<file path="config.mk">
export PLATFORM = sky130hd
export DESIGN_NAME = beep_pattern_gen_flat
export DESIGN_NICKNAME = d
export VERILOG_FILES = /design/src/rtl/beep_pattern_gen_if.sv /design/src/rtl/beep_pattern_gen.sv /design/src/flat_wrapper.sv
export SDC_FILE = /design/constraint.sdc
export NUM_CORES = 1
export LEC_CHECK = 0
export ABC_AREA = 0
export ABC_CLOCK_PERIOD_IN_PS = 2560
export BUFFER_PORTS_ARGS = -buffer_cell sky130_fd_sc_hd__buf_2
export CAP_MARGIN = 5
export CORE_MARGIN = 4
export CORE_UTILIZATION = 56
export CTS_CLUSTER_DIAMETER = 100
export DETAILED_ROUTE_END_ITERATION = 16
export MAX_ROUTING_LAYER = met4
export PLACE_DENSITY_LB_ADDON = 0.12
export RECOVER_POWER = 50
export REMOVE_ABC_BUFFERS = 1
export SETUP_SLACK_MARGIN = 0.05
export SLEW_MARGIN = 20
export SYNTH_ARGS = -nofsm -noshare
export SYNTH_HDL_FRONTEND = slang
export SYNTH_SLANG_ARGS = --single-unit
</file>
<file path="constraint.sdc">
create_clock -name sys_clk -period 2.56 [get_ports sys_clk]
set_clock_uncertainty 0.2 [all_clocks]
set_input_delay 0.512 -clock sys_clk [delete_from_list [all_inputs] [get_ports sys_clk]]
set_output_delay 0.512 -clock sys_clk [all_outputs]
set_load 0.05 [all_outputs]
</file>
<file path="src/rtl/beep_pattern_gen_if.sv">
// Request/status bundle between the key/event logic and the buzzer pattern generator.
// The master issues beep requests and aborts; the slave reports busy/done and drives the pin.
interface beep_pattern_gen_if;
    logic       req;
    logic [3:0] req_cnt;
    logic       abort;
    logic       busy;
    logic       done;
    logic       beep;

    modport master (
        output req,
        output req_cnt,
        output abort,
        input  busy,
        input  done,
        input  beep
    );

    modport slave (
        input  req,
        input  req_cnt,
        input  abort,
        output busy,
        output done,
        output beep
    );
endinterface

</file>
<file path="src/rtl/beep_pattern_gen.sv">
// Buzzer burst generator: plays req_cnt bursts of a square-wave tone, each burst an ON window
// followed by an OFF gap (no gap after the last burst), reporting busy and a done pulse.
module beep_pattern_gen #(
    parameter int   TONE_HALF   = 25000,
    parameter int   ON_CYC      = 10000000,
    parameter int   OFF_CYC     = 5000000,
    parameter logic BEEP_ON_LVL = 1'b1
) (
    input  logic                sys_clk,
    input  logic                sys_rst_n,
    beep_pattern_gen_if.slave   bus
);

    localparam int PH_MAX = (ON_CYC > OFF_CYC) ? ON_CYC : OFF_CYC;
    localparam int PH_W   = (PH_MAX > 1) ? $clog2(PH_MAX) : 1;
    localparam int TN_W   = (TONE_HALF > 1) ? $clog2(TONE_HALF) : 1;

    localparam logic [PH_W-1:0] ON_LAST  = PH_W'(ON_CYC - 1);
    localparam logic [PH_W-1:0] OFF_LAST = PH_W'(OFF_CYC - 1);
    localparam logic [TN_W-1:0] TN_LAST  = TN_W'(TONE_HALF - 1);
    localparam logic            IDLE_LVL = ~BEEP_ON_LVL;

    typedef enum logic [1:0] {
        IDLE,
        ON,
        OFF
    } state_t;

    state_t          r_state,     w_state;
    logic [3:0]      r_remaining, w_remaining;
    logic [PH_W-1:0] r_phase,     w_phase;
    logic [TN_W-1:0] r_toneCnt,   w_toneCnt;
    logic            r_tone,      w_tone;
    logic            r_busy,      w_busy;
    logic            r_done,      w_done;
    logic            r_beep,      w_beep;

    always_ff @(posedge sys_clk) begin
        if (!sys_rst_n) begin
            r_state     <= IDLE;
            r_remaining <= '0;
            r_phase     <= '0;
            r_toneCnt   <= '0;
            r_tone      <= 1'b0;
            r_busy      <= 1'b0;
            r_done      <= 1'b0;
            r_beep      <= IDLE_LVL;
        end else begin
            r_state     <= w_state;
            r_remaining <= w_remaining;
            r_phase     <= w_phase;
            r_toneCnt   <= w_toneCnt;
            r_tone      <= w_tone;
            r_busy      <= w_busy;
            r_done      <= w_done;
            r_beep      <= w_beep;
        end
    end

    // Abort outranks completion; requests only matter in IDLE, so a req while busy is simply dropped.
    always_comb begin
        w_state     = r_state;
        w_remaining = r_remaining;
        w_phase     = r_phase;
        w_toneCnt   = r_toneCnt;
        w_tone      = r_tone;
        w_busy      = r_busy;
        w_done      = 1'b0;
        w_beep      = r_beep;

        case (r_state)
            IDLE: begin
                w_busy = 1'b0;
                w_beep = IDLE_LVL;
                if (bus.req && (bus.req_cnt != 4'd0)) begin
                    w_state     = ON;
                    w_busy      = 1'b1;
                    w_remaining = bus.req_cnt;
                    w_phase     = '0;
                    w_toneCnt   = '0;
                    w_tone      = 1'b1;
                    w_beep      = BEEP_ON_LVL;
                end
            end

            ON: begin
                if (bus.abort) begin
                    w_state = IDLE;
                    w_busy  = 1'b0;
                    w_phase = '0;
                    w_beep  = IDLE_LVL;
                end else if (r_phase == ON_LAST) begin
                    w_remaining = r_remaining - 4'd1;
                    w_phase     = '0;
                    w_beep      = IDLE_LVL;
                    if (r_remaining == 4'd1) begin
                        w_state = IDLE;
                        w_busy  = 1'b0;
                        w_done  = 1'b1;
                    end else begin
                        w_state = OFF;
                    end
                end else begin
                    w_phase = r_phase + PH_W'(1);
                    if (r_toneCnt == TN_LAST) begin
                        w_toneCnt = '0;
                        w_tone    = ~r_tone;
                    end else begin
                        w_toneCnt = r_toneCnt + TN_W'(1);
                    end
                    w_beep = w_tone ? BEEP_ON_LVL : IDLE_LVL;
                end
            end

            OFF: begin
                if (bus.abort) begin
                    w_state = IDLE;
                    w_busy  = 1'b0;
                    w_phase = '0;
                    w_beep  = IDLE_LVL;
                end else if (r_phase == OFF_LAST) begin
                    w_state   = ON;
                    w_phase   = '0;
                    w_toneCnt = '0;
                    w_tone    = 1'b1;
                    w_beep    = BEEP_ON_LVL;
                end else begin
                    w_phase = r_phase + PH_W'(1);
                    w_beep  = IDLE_LVL;
                end
            end

            default: begin
                w_state = IDLE;
                w_busy  = 1'b0;
                w_beep  = IDLE_LVL;
            end
        endcase
    end

    assign bus.busy = r_busy;
    assign bus.done = r_done;
    assign bus.beep = r_beep;

endmodule

</file>
<file path="src/flat_wrapper.sv">
// flat-port wrapper written by rule: the top's interface ports become plain ports
module beep_pattern_gen_flat 
#(
    parameter int   TONE_HALF   = 25000,
    parameter int   ON_CYC      = 10000000,
    parameter int   OFF_CYC     = 5000000,
    parameter logic BEEP_ON_LVL = 1'b1
)
  (sys_clk, sys_rst_n, bus_req, bus_req_cnt, bus_abort, bus_busy, bus_done, bus_beep);
  beep_pattern_gen_if bus_i ();
  input  logic sys_clk;
  input  logic sys_rst_n;
  input wire logic [$bits(bus_i.req)-1:0] bus_req;
  input wire logic [$bits(bus_i.req_cnt)-1:0] bus_req_cnt;
  input wire logic [$bits(bus_i.abort)-1:0] bus_abort;
  output wire logic [$bits(bus_i.busy)-1:0] bus_busy;
  output wire logic [$bits(bus_i.done)-1:0] bus_done;
  output wire logic [$bits(bus_i.beep)-1:0] bus_beep;
  assign bus_i.req = bus_req;
  assign bus_i.req_cnt = bus_req_cnt;
  assign bus_i.abort = bus_abort;
  assign bus_busy = bus_i.busy;
  assign bus_done = bus_i.done;
  assign bus_beep = bus_i.beep;
  beep_pattern_gen #(.TONE_HALF(TONE_HALF), .ON_CYC(ON_CYC), .OFF_CYC(OFF_CYC), .BEEP_ON_LVL(BEEP_ON_LVL)) u_core (.sys_clk(sys_clk), .sys_rst_n(sys_rst_n), .bus(bus_i));
endmodule
</file>
# After elaboration in Yosys (flattened, before gate mapping)
# Cells that the tools add are included.
totals:
  regBits: 49
  latchBits: 0
  mem_bits_rw: 0
  rom_bits: 0
  in_bits: 8
  mem_count: 0
op_classes:
  add_sub_neg: 3
  mul: 0
  n_div: 0
  order_cmp: 0
  n_eq_ne: 16
  shift: 0
  n_mux: 47
  bitwise: 4
  n_reduce_logical: 11
ops:
  columns: ["op", "count"]
  rows:
  - ["two-way mux 24 bit", 5]
  - ["two-way mux 15 bit", 6]
  - ["case mux 24 bit (3 select lines)", 1]
  - ["case mux 15 bit (3 select lines)", 1]
  - ["adder 24 x 1 -> 24 bit, second input constant", 1]
  - ["== test 24 x 23 -> 1 bit, second input constant", 1]
  - ["== test 24 bit, second input constant", 1]
  - ["two-way mux 1 bit", 20]
  - ["adder 15 x 1 -> 15 bit, second input constant", 1]
  - ["== test 15 bit, second input constant", 1]
  - ["two-way mux 2 bit", 6]
  - ["two-way mux 4 bit", 3]
  - ["!= test 3 x 2 -> 1 bit, second input constant", 3]
  - ["case mux 1 bit (3 select lines)", 3]
  - ["!= test 2 bit, second input constant", 4]
  - ["case mux 4 bit (2 select lines)", 1]
  - ["!= test 2 x 1 -> 1 bit, second input constant", 3]
  - ["case mux 2 bit (3 select lines)", 1]
  - ["AND reduction 3 bit", 2]
  - ["AND reduction 6 bit", 1]
  - ["== test 4 x 1 -> 1 bit, second input constant", 1]
  - ["inverter 1 bit", 4]
  - ["AND reduction 4 bit", 1]
  - ["nonzero test 4 bit", 1]
  - ["9 further kinds", 9]

# Depth between registers and ports, before layout
# Gate-level depths: netlist (run 1).
logic_depth:
  depth_word: 9
  ltp_mapped: 9
  mapped_depth_nobuf: 7

# Worst setup path before layout (run 1)
# OpenSTA, ideal clock, no wires.
synth_path:
  path_type: "register to register"
  start: "register u_core.r_phase[0]"
  end: "register u_core.r_toneCnt[13]"
  setup_ns: 0.096
  t_arrival_ns: 2.174
  required_time_ns: 2.264
  path_slack_ns: 0.091
  path_stages_with_launch: 8
  synth_period_minus_slack_ns: 2.469
  cell_sequence: "dfxtp_1 -> ha_1 -> nand3_1 -> nor4_4 -> a31oi_2 -> or3_4 -> buf_6 -> o41ai_2"
synth_between:
  elab_chain_cells: 3
  word_cells_on_any_way: 5
synth_rtl:
  columns: ["item", "line_no", "text"]
  rows:
  - ["start, declared", "beep_pattern_gen.sv:31", "logic [PH_W-1:0] r_phase, w_phase;"]
  - ["start signal, assigned", "beep_pattern_gen.sv:51", "r_phase <= w_phase;"]
  - ["== test 24 x 23 -> 1 bit / == test 24 bit (equally long branches)", "beep_pattern_gen.sv:121, beep_pattern_gen.sv:92", null]
  - ["!= test 2 x 1 -> 1 bit (no line) / != test 2 bit (equally long branches)", null, null]
  - ["AND reduction 6 bit (no line) (*)", null, null]
  - ["end signal, assigned", "beep_pattern_gen.sv:52", "r_toneCnt <= w_toneCnt;"]
  - ["end, declared", "beep_pattern_gen.sv:32", "logic [TN_W-1:0] r_toneCnt, w_toneCnt;"]
# Mark *: on every way between the ends. The rest lies on a longest branch, timed or not.
# A chain may end at the register's enable or synchronous reset.

# Final worst setup path (run 1)
layout_path:
  start: "register u_core.r_phase[13]"
  end: "register u_core.r_toneCnt[8]"
# The elaborated chain is that of the path after synthesis.

==> flow_metrics.py, run 1 <==
metrics = {
    "drt": {
        "via_count": 3153,
        "drc": 0,
        "wl_per_cell_um": 17.20,
        "vias_per_cell": 6.555,
        "drtPass1Iterations": 5,
        "ant_nets": 0,
        "wl_mm": 8.272,
        "drtIter0Drc": 226,
    },
    "critical_path": {
        "cp-start-kind": "register",
        "crit_path_end_kind": "register",
        "required_ns": 2.58,
        "crit_path_max_fanout": 18,
        "critPathKind": "reg -> reg",
        "critPathArrivalTime_ns": 2.47,
    },
    "power_and_ir_drop": {
        "power_density_nw_per_um2": 544.4,
        "cellLeakagePower_nw": 1.258,
        "peakVddDrop_mv": 0.3287,
    },
    "clock_tree": {
        "cts_buffers": 5,
        "clkLatencyLatePin_ns": 0.32,
        "clockBufferDepth": 2,
        "path_clk_slew_ns": 0.10,
        "cts-root-buf": "clkbuf_8",
        "cts.sinks": 49,
        "h-tree-depth": 2,
        "cts_tree": "done",
    },
    "timing": {
        "period_share_pct": 95.58,
        "fmax_mhz": 408.7,
        "finalHoldViolCount": 0,
        "tightest_slew_ns": 0.6108,
        "grt_setup_unrepaired": "true",
        "holdWs_ns": 0.2799,
        "setup_viol_count_final": 0,
        "min_period_ns": 2.447,
        "drv_slew": 0,
        "slew-limit-headroom_pct": 59.46,
    },
    "floorplanning": {
        "rows": 26,
        "die_width_um": 82.32,
        "die-area_um2": 6776,
        "die_h_um": 82.32,
        "pin_count": 11,
        "core-area_um2": 5238,
        "initial_core_util_pct": 59.05,
    },
    "outcome": {
        "status": "finished, final reports clean",
    },
    "min_path": {
        "hp-class": "reg -> reg",
    },
    "layout": {
        "syn2layout_area_growth_pct": 15.29,
        "final_core_util_pct": 68.08,
        "drive_gt1_share_pct": 18.00,
        "fillers": 436,
        "antennaDiodeCount": 0,
        "final_area_um2": 3566,
        "finalNetCount": 426,
    },
    "synth": {
        "syn_avg_cell_area_um2": 8.248,
        "synthCells": 375,
        "ys_seq_area_share_pct": 31.72,
        "yosys_warnings": 0,
        "async_reset_ff_share_pct": 0,
        "netlist_area_um2": 3093,
        "synth_edf_count": 0,
        "synthDistinctLibCells": 70,
        "synth_ff_type": "dfxtp_1",
        "synth_seq_cells": 49,
    },
    "grt": {
        "antenna_found_initial": 0,
        "grt_use_total_pct": 26.40,
        "grt-ovfl-total": 0,
        "grt_pass1_wl_mm": 13.62,
        "grt_max_degree": 42,
        "grt_pass1_vias": 2898,
    },
    "flow_run": {
        "max_cap_violations": 0,
    },
    "place": {
        "gp_congestion": 0.9024,
        "hpwl_mm": 5.748,
        "place.port_buffers": 10,
        "place_area_um2": 3428,
    },
}
[cells by family (layout without fill, tap and decap cells)]
| family | count (synthesis) | in the layout | synth area share, % |
|---|---|---|---|
| and+or+nand+nor | 175 | 176 | 31.88 |
| AOI/OAI and AO/OA | 96 | 96 | 24.43 |
| DFF | 49 | 49 | 31.72 |
| buffers and inverters | 32 | 67 | 4.449 |
| xor gates and xnor gates | 14 | 14 | 3.964 |
| adders and majority gates | 8 | 8 | 3.236 |
| muxes | 1 | 1 | 0.3236 |
[power by group]
part	switching, W	internal (W)
Clock	0.000274	0.000319
Combinational	0.000336	0.000193
Sequential	0.0000247	0.000794
Total	0.000635	0.00131
[synthesized netlist by cell type (3+ instances only)]
cell	n	area [um2]
xor2_1	8	70.07
nor2_1	32	120.1
a31oi_1	3	18.77
nor4bb_1	3	30.03
or3_1	4	25.02
o41ai_2	4	65.06
nand4_1	13	81.33
dfxtp_1	49	980.9
nand3_1	30	150.1
nand3b_1	4	30.03
nor4_1	4	25.02
xnor2_1	6	52.55
inv_1	7	26.28
o41ai_1	4	35.03
or2_2	3	18.77
o31ai_1	7	52.55
nand2_1	28	105.1
ha_1	8	100.1
a21oi_1	17	85.08
o21ai_1	6	30.03
o311ai_0	7	61.31
nor2b_1	4	25.02
o311ai_1	8	70.07
o21ai_0	4	20.02
o2111ai_1	8	70.07
nor3_1	13	65.06
clkbuf_1	18	67.56
o211ai_1	6	45.04
and3_1	9	56.30
and2_1	4	25.02
or4_1	4	30.03
[layout by cell type (no fill, tap or decap), drive strengths merged, types with 9 or more instances in the layout]
cell     n
o311ai  15
o21ai   10
a21oi   17
nor2    32
nor3    13
nand3   30
nand2   28
buf     48
clkbuf  10
dfxtp   49
and3     9
nand4   13
[state kept, by name (all words and copies together), names as in the netlist]
register / count
u_core.bus.done: 1
u_core.r_remaining: 4
u_core.r_toneCnt: 15
u_core.bus.beep: 1
u_core.r_tone: 1
u_core.bus.busy: 1
u_core.r_state: 2
u_core.r_phase: 24
[critical path, cell delays in order, from the launching register on]
cell and delay, ns:
dfxtp_1 0.35, or4_4 0.59, nor4_4 0.30, buf_4 0.18
a211o_1 0.24, buf_12 0.18, nor3_1 0.06, o221a_2 0.26
[layout make-up]
type / instances / area, um2 / area share (%)
clock buffer: 7 / 86.33 / 2.421
clock inverter: 1 / 30.03 / 0.8421
inverter: 8 / 30.03 / 0.8421
multi-input combinational: 295 / 1984 / 55.65
sequential: 49 / 980.9 / 27.51
tap: 70 / 87.58 / 2.456
timing repair buffer: 51 / 366.6 / 10.28
[worst paths after layout]
| check | from | endpoint | slack (ns) | depth (start not counted) |
|---|---|---|---|---|
| setup reg to reg | u_core.r_phase[13] | u_core.r_toneCnt[8] | 0.11 | 7 |
| setup / recovery | u_core.r_phase[13] | u_core.r_toneCnt[8] | 0.11 | 7 |
| hold reg to reg | u_core.r_toneCnt[14] | u_core.r_toneCnt[14] | 0.28 | 1 |
| hold / removal | u_core.r_toneCnt[14] | u_core.r_toneCnt[14] | 0.28 | 1 |
[through the flow]
| stage | instances | setup TNS (ns) | total power (W) | setup slack (ns) |
|---|---|---|---|---|
| after floorplan | 351 | -3.159 | 0.001151 | -0.2143 |
| after global routing | 481 | 0 | 0.002033 | 0.02105 |
| after global placement | 470 | 0 | 0.001338 | 0.2154 |
| after detailed placement | 470 | 0 | 0.001347 | 0.1409 |
| final | 481 | 0 | 0.001941 | 0.1133 |
| after CTS | 478 | 0 | 0.001931 | 0.1237 |
[layer usage]
| metal | up-vias | GRT usage (%) | share of wire [%] |
|---|---|---|---|
| met2 | 112 | 41.75 | 47 |
| met5 | - | - | 0 |
| met4 | 0 | 9.136 | 2.1 |
| met1 | 1494 | 33.84 | 46 |
| met3 | 16 | 4.772 | 5.3 |
| li1 | 1531 | - | - |
[repair_timing]
action | CTS | global route
hold buffers | 0 | 0
gates resized for setup | 0 | 2
endpoints found under the setup margin | 0 | 10
hold endpoints to repair | 0 | 0
setup buffers | 0 | 2
Note: power is estimated with default switching activity, not from simulation.
==> inputs of run 2 (changes only) <==
--- a/config.mk
+++ b/config.mk
@@ -10,7 +10,7 @@
 export BUFFER_PORTS_ARGS = -buffer_cell sky130_fd_sc_hd__buf_2
 export CAP_MARGIN = 5
 export CORE_MARGIN = 4
-export CORE_UTILIZATION = 56
+export CORE_UTILIZATION = 40
 export CTS_CLUSTER_DIAMETER = 100
 export DETAILED_ROUTE_END_ITERATION = 16
 export MAX_ROUTING_LAYER = met4
==> constraint.sdc (replaced) <==
create_clock -name sys_clk -period 2.56 [get_ports sys_clk]
set_clock_uncertainty 0.2 [all_clocks]
set_input_delay 0.512 -clock sys_clk [delete_from_list [all_inputs] [get_ports sys_clk]]
set_output_delay 0.512 -clock sys_clk [all_outputs]
set_load 0.1 [all_outputs]
==> run 2 against run 1 <==
Effect of this change:
- design area up 3.5%
- combinational power up 11%
- register-to-register slack is essentially flat
- highest routed layer unchanged
==> flow_metrics.py, run 2 (synthesis results as in run 1) <==
metrics = {
    "layout": {
        "finalNetCount": 428,
        "syn2layout_area_growth_pct": 19.30,
        "layout_commonest_cell": "dfxtp_1",
        "largest_register_ffs": 24,
        "final_area_um2": 3690,
        "regMostFlops": "u_core.r_phase",
        "drive_gt1_share_pct": 20.34,
        "layout_common_cells": "dfxtp_1 (47), buf_4 (41), nor2_1 (32)",
        "reg.largest.list": "u_core.r_phase (24), u_core.r_toneCnt (15), u_core.r_remaining (4)",
        "antennaDiodeCount": 0,
    },
    "grt": {
        "grt_max_degree": 27,
        "grt_pass1_vias": 2919,
        "grt-ovfl-total": 0,
        "grt_pass1_wl_mm": 14.28,
        "grt_use_total_pct": 19.96,
        "antenna_found_initial": 0,
    },
    "power_and_ir_drop": {
        "p_sw_share_pct": 32.40,
        "intPower_w": 0.001411,
        "peakVddDrop_mv": 0.2016,
        "power_density_nw_per_um2": 565.8,
        "p_seq_share_pct": 39.3,
        "pwr-share-comb_pct": 28.0,
        "cellLeakagePower_nw": 1.308,
        "switchingPower_w": 0.0006763,
        "clkPwrFrac_pct": 32.7,
    },
    "clock_tree": {
        "cts.sinks": 49,
        "clockBufferDepth": 2,
        "cts_buffers": 5,
        "hold_buffers": 0,
        "cts-root-buf": "clkbuf_8",
        "path_clk_slew_ns": 0.10,
        "cts_tree": "done",
        "h-tree-depth": 2,
        "clkLatencyLatePin_ns": 0.31,
    },
    "critical_path": {
        "crit_path_end_kind": "register",
        "crit_path_max_fanout": 13,
        "critPathKind": "reg -> reg",
        "cp-start-kind": "register",
        "critPathArrivalTime_ns": 2.44,
        "required_ns": 2.56,
    },
    "floorplanning": {
        "core-area_um2": 7370,
        "die-area_um2": 9204,
        "pin_count": 11,
        "rows": 31,
        "initial_core_util_pct": 41.97,
        "die_h_um": 95.94,
        "die_width_um": 95.94,
    },
    "timing": {
        "drv_slew": 0,
        "grt_setup_unrepaired": "false",
        "fin_ws_ns": 0.1255,
        "tightest_slew_ns": 1.162,
        "fmax_mhz": 410.8,
        "finalHoldViolCount": 0,
        "min_period_ns": 2.435,
        "period_share_pct": 95.10,
        "setup_viol_count_final": 0,
        "slew-limit-headroom_pct": 22.87,
        "holdWs_ns": 0.2984,
        "tns_ns": 0,
    },
    "place": {
        "hpwl_mm": 6.031,
        "place.port_buffers": 10,
        "pre_cts_ws_ns": 0.06723,
        "place_area_um2": 3462,
        "gp_congestion": 0.8166,
    },
    "drt": {
        "wl_mm": 8.397,
        "wl_per_cell_um": 16.40,
        "vias_per_cell": 6.045,
        "drtIter0Drc": 216,
        "drc": 0,
        "drtPass1Iterations": 4,
        "via_count": 3095,
        "ant_nets": 0,
    },
    "min_path": {
        "hp-class": "reg -> reg",
    },
    "flow_run": {
        "max_cap_violations": 0,
    },
    "outcome": {
        "status": "finished, final reports clean",
    },
}
run 2: final cells by class:
type / instances / area (um2)
inverters: 8 / 30.03
multi-input cells: 294 / 2006
clock buffers: 5 / 68.82
repair buffers: 54 / 409.1
flip-flops and latches: 49 / 983.4
clock inverters: 3 / 68.82
fillers: 727 / 3680
well taps: 99 / 123.9
run 2: final timing paths:
kind / slack (ns) / startpoint / endpoint / cells after the start
min: 0.30 / u_core.bus.busy / u_core.bus.busy / 2
max: 0.13 / u_core.r_phase[19] / u_core.r_toneCnt[11] / 5
max reg2reg: 0.13 / u_core.r_phase[19] / u_core.r_toneCnt[11] / 5
min reg2reg: 0.30 / u_core.bus.busy / u_core.bus.busy / 2
run 2: critical path, cell delays in order (launching register included):
cell and delay, ns:
dfxtp_1 0.36, or4bb_1 0.58, nor3_1 0.26, a31oi_2 0.14, or3_4 0.49, o41ai_2 0.31
run 2: through the flow:
stage | total power (W) | instances | utilization, %
5_1_grt | 0.002199 | 512 | 50.07
2_1_floorplan | 0.001168 | 351 | -
4_1_cts | 0.002060 | 505 | 48.85
3_3_place_gp | 0.001369 | 497 | 46.98
3_5_place_dp | 0.001373 | 497 | 46.98
6_report | 0.002088 | 512 | 50.07
run 2: routing by layer:
layer	global-route usage (%)	vias up	wire length [um]	part of all wire (%)
met3	3.127	4	332	4.0
li1	-	1527	-	-
met2	31.50	64	3819	45
met5	-	-	0	0
met4	4.265	0	40	0.48
met1	27.05	1500	4204	50
run 2: what timing repair did:
action,CTS,global route
buffers inserted,0,7
gates resized for setup,0,12
pin swaps,0,2
setup endpoints to repair,1,29
run 2: power groups by stage:
stage	clock (W)	sequential (W)	combinational, W
2_1_floorplan	0	0.000865	0.000304
3_3_place_gp	0	0.000837	0.000532
3_5_place_dp	0	0.000837	0.000536
4_1_cts	0.000701	0.000819	0.000540
5_1_grt	0.000732	0.000824	0.000643
6_report	0.000682	0.000820	0.000585
==> inputs of run 3 (changes only) <==
--- a/config.mk
+++ b/config.mk
@@ -9,6 +9,7 @@
 export ABC_CLOCK_PERIOD_IN_PS = 2560
 export BUFFER_PORTS_ARGS = -buffer_cell sky130_fd_sc_hd__buf_2
 export CAP_MARGIN = 5
+export CORE_ASPECT_RATIO = 0.6
 export CORE_MARGIN = 4
 export CORE_UTILIZATION = 40
 export CTS_CLUSTER_DIAMETER = 100
==> run 3 against run 2 <==
Effect of this change:
- die area is 0.50% higher
- clock power fell by 2%
- sequential cell count unchanged
- largest power group unchanged
==> flow_metrics.py, run 3 (synthesis results as in run 1) <==
metrics = {
    "critical_path": {
        "crit_path_end_kind": "register",
        "r2r_start": "u_core.r_phase[10]",
        "crit_path_max_fanout": 6,
        "r2r_slack_ns": 0.12,
        "critPathKind": "reg -> reg",
        "cp-start-kind": "register",
        "required_ns": 2.58,
        "reg2reg_depth": 5,
        "r2r-end": "u_core.r_state[0]",
        "critPathArrivalTime_ns": 2.46,
    },
    "min_path": {
        "hold_path.startpoint": "u_core.r_toneCnt[14]",
        "min_path_cells": 1,
        "hp-class": "reg -> reg",
        "hold-path-endpoint": "u_core.r_toneCnt[14]",
    },
    "place": {
        "gp_congestion": 0.8702,
        "place_inst": 506,
        "place.port_buffers": 10,
        "place_area_um2": 3473,
        "hpwl_mm": 6.328,
    },
    "timing": {
        "period_share_pct": 95.15,
        "holdWs_ns": 0.2696,
        "setup_viol_count_final": 0,
        "min_period_ns": 2.436,
        "finalHoldViolCount": 0,
        "drv_slew": 0,
        "tightest_slew_ns": 1.163,
        "fmax_mhz": 410.5,
        "grt_setup_unrepaired": "true",
        "slew-limit-headroom_pct": 22.77,
    },
    "clock_tree": {
        "clkLatencyLatePin_ns": 0.29,
        "h-tree-depth": 2,
        "hold_buffers": 0,
        "cts_tree": "done",
        "cts_buffers": 5,
        "path_clk_slew_ns": 0.07,
        "cts.sinks": 49,
        "clockBufferDepth": 2,
        "cts-root-buf": "clkbuf_16",
    },
    "floorplanning": {
        "die-area_um2": 9249,
        "pin_count": 11,
        "rows": 24,
        "initial_core_util_pct": 41.87,
        "die_h_um": 76.12,
        "core-area_um2": 7387,
        "die_width_um": 121.5,
    },
    "grt": {
        "grt_max_degree": 42,
        "grt_use_total_pct": 19.45,
        "grt-ovfl-total": 0,
        "grt_pass1_vias": 2813,
        "grt_pass1_wl_mm": 14.39,
        "antenna_found_initial": 0,
    },
    "layout": {
        "final_area_um2": 3649,
        "largest_register_ffs": 24,
        "layout_common_cells": "dfxtp_1 (48), buf_4 (37), nor2_1 (32)",
        "syn2layout_area_growth_pct": 17.96,
        "multiInputGateArea_um2": 2021,
        "drive_gt1_share_pct": 18.83,
        "regMostFlops": "u_core.r_phase",
        "finalNetCount": 425,
        "fillers": 731,
        "fin_cells": 513,
        "antennaDiodeCount": 0,
        "reg.largest.list": "u_core.r_phase (24), u_core.r_toneCnt (15), u_core.r_remaining (4)",
        "layout_commonest_cell": "dfxtp_1",
        "regArea_um2": 982.2,
    },
    "drt": {
        "drc": 0,
        "vias_per_cell": 6.043,
        "wl_mm": 8.659,
        "ant_nets": 0,
        "drtIter0Drc": 304,
        "wl_per_cell_um": 16.88,
        "via_count": 3100,
        "drtPass1Iterations": 5,
    },
    "power_and_ir_drop": {
        "power_density_nw_per_um2": 552.8,
        "cellLeakagePower_nw": 1.263,
        "total_power_w": 0.002017,
        "peakVddDrop_mv": 0.2768,
    },
    "flow_run": {
        "max_cap_violations": 0,
    },
    "outcome": {
        "status": "finished, final reports clean",
    },
}
[run 3: cell types whose count changed in the layout (fill, tap and decap cells not counted), moves of 3 or more]
cell       before  now
buf_4          41   37
o21ai_0         4    7
clkbuf_16       0    5
clkbuf_8        5    1
o21ai_1         6    3
[run 3: cell type report]
type	instances	share of cell area, %
Multi-Input combinational cell	294	55.38
Clock buffer	7	3.909
Tap cell	104	3.567
Timing Repair Buffer	51	9.396
Inverter	8	0.8230
Sequential cell	49	26.92
[run 3: critical path: stages, from the launching register on]
cell and delay, ns:
dfxtp_1 0.36, or4b_1 0.57, nor4_2 0.40, a21boi_1 0.20, or4_1 0.49, a21oi_1 0.14
[run 3: timing repair]
| item | in CTS | in global routing |
|---|---|---|
| setup endpoints to repair | 0 | 32 |
| buffers inserted | 0 | 0 |
| gates resized for setup | 0 | 13 |
| endpoints found under the hold margin | 0 | 0 |
[run 3: per-stage QoR]
step | utilization (%) | setup TNS [ns] | setup slack, ns
6_report | 49.39 | 0 | 0.1242
5_1_grt | 49.39 | 0 | 0.004779
4_1_cts | 48.95 | 0 | 0.1076
3_5_place_dp | 47.02 | 0 | 0.1138
3_3_place_gp | 47.02 | 0 | 0.1507
2_1_floorplan | - | -3.159 | -0.2143
[run 3: worst max-delay path by stage]
stage / startpoint / end / slack [ns] / cells after the start
floorplan: bus_req_cnt[1] / u_core.r_toneCnt[14] / -0.21 / 5
global placement: u_core.r_phase[9] / u_core.bus.busy / 0.15 / 6
detailed placement: u_core.r_phase[9] / u_core.bus.busy / 0.11 / 6
CTS: u_core.r_phase[9] / u_core.bus.busy / 0.11 / 6
global route: u_core.r_phase[10] / u_core.r_phase[18] / 0.005 / 6
finish: u_core.r_phase[10] / u_core.r_state[0] / 0.12 / 5
[run 3: metal layers]
layer	track usage [%]	routed length, um
met1	30.52	4530
met2	24.90	3426
met3	4.080	623
met4	4.027	78
met5	-	0
[run 3: where the power goes]
| part | total (W) | switching, W | internal [W] |
|---|---|---|---|
| logic | 0.000526 | 0.000350 | 0.000176 |
| clock network | 0.000671 | 0.000287 | 0.000385 |
| registers | 0.000820 | 0.0000247 | 0.000795 |
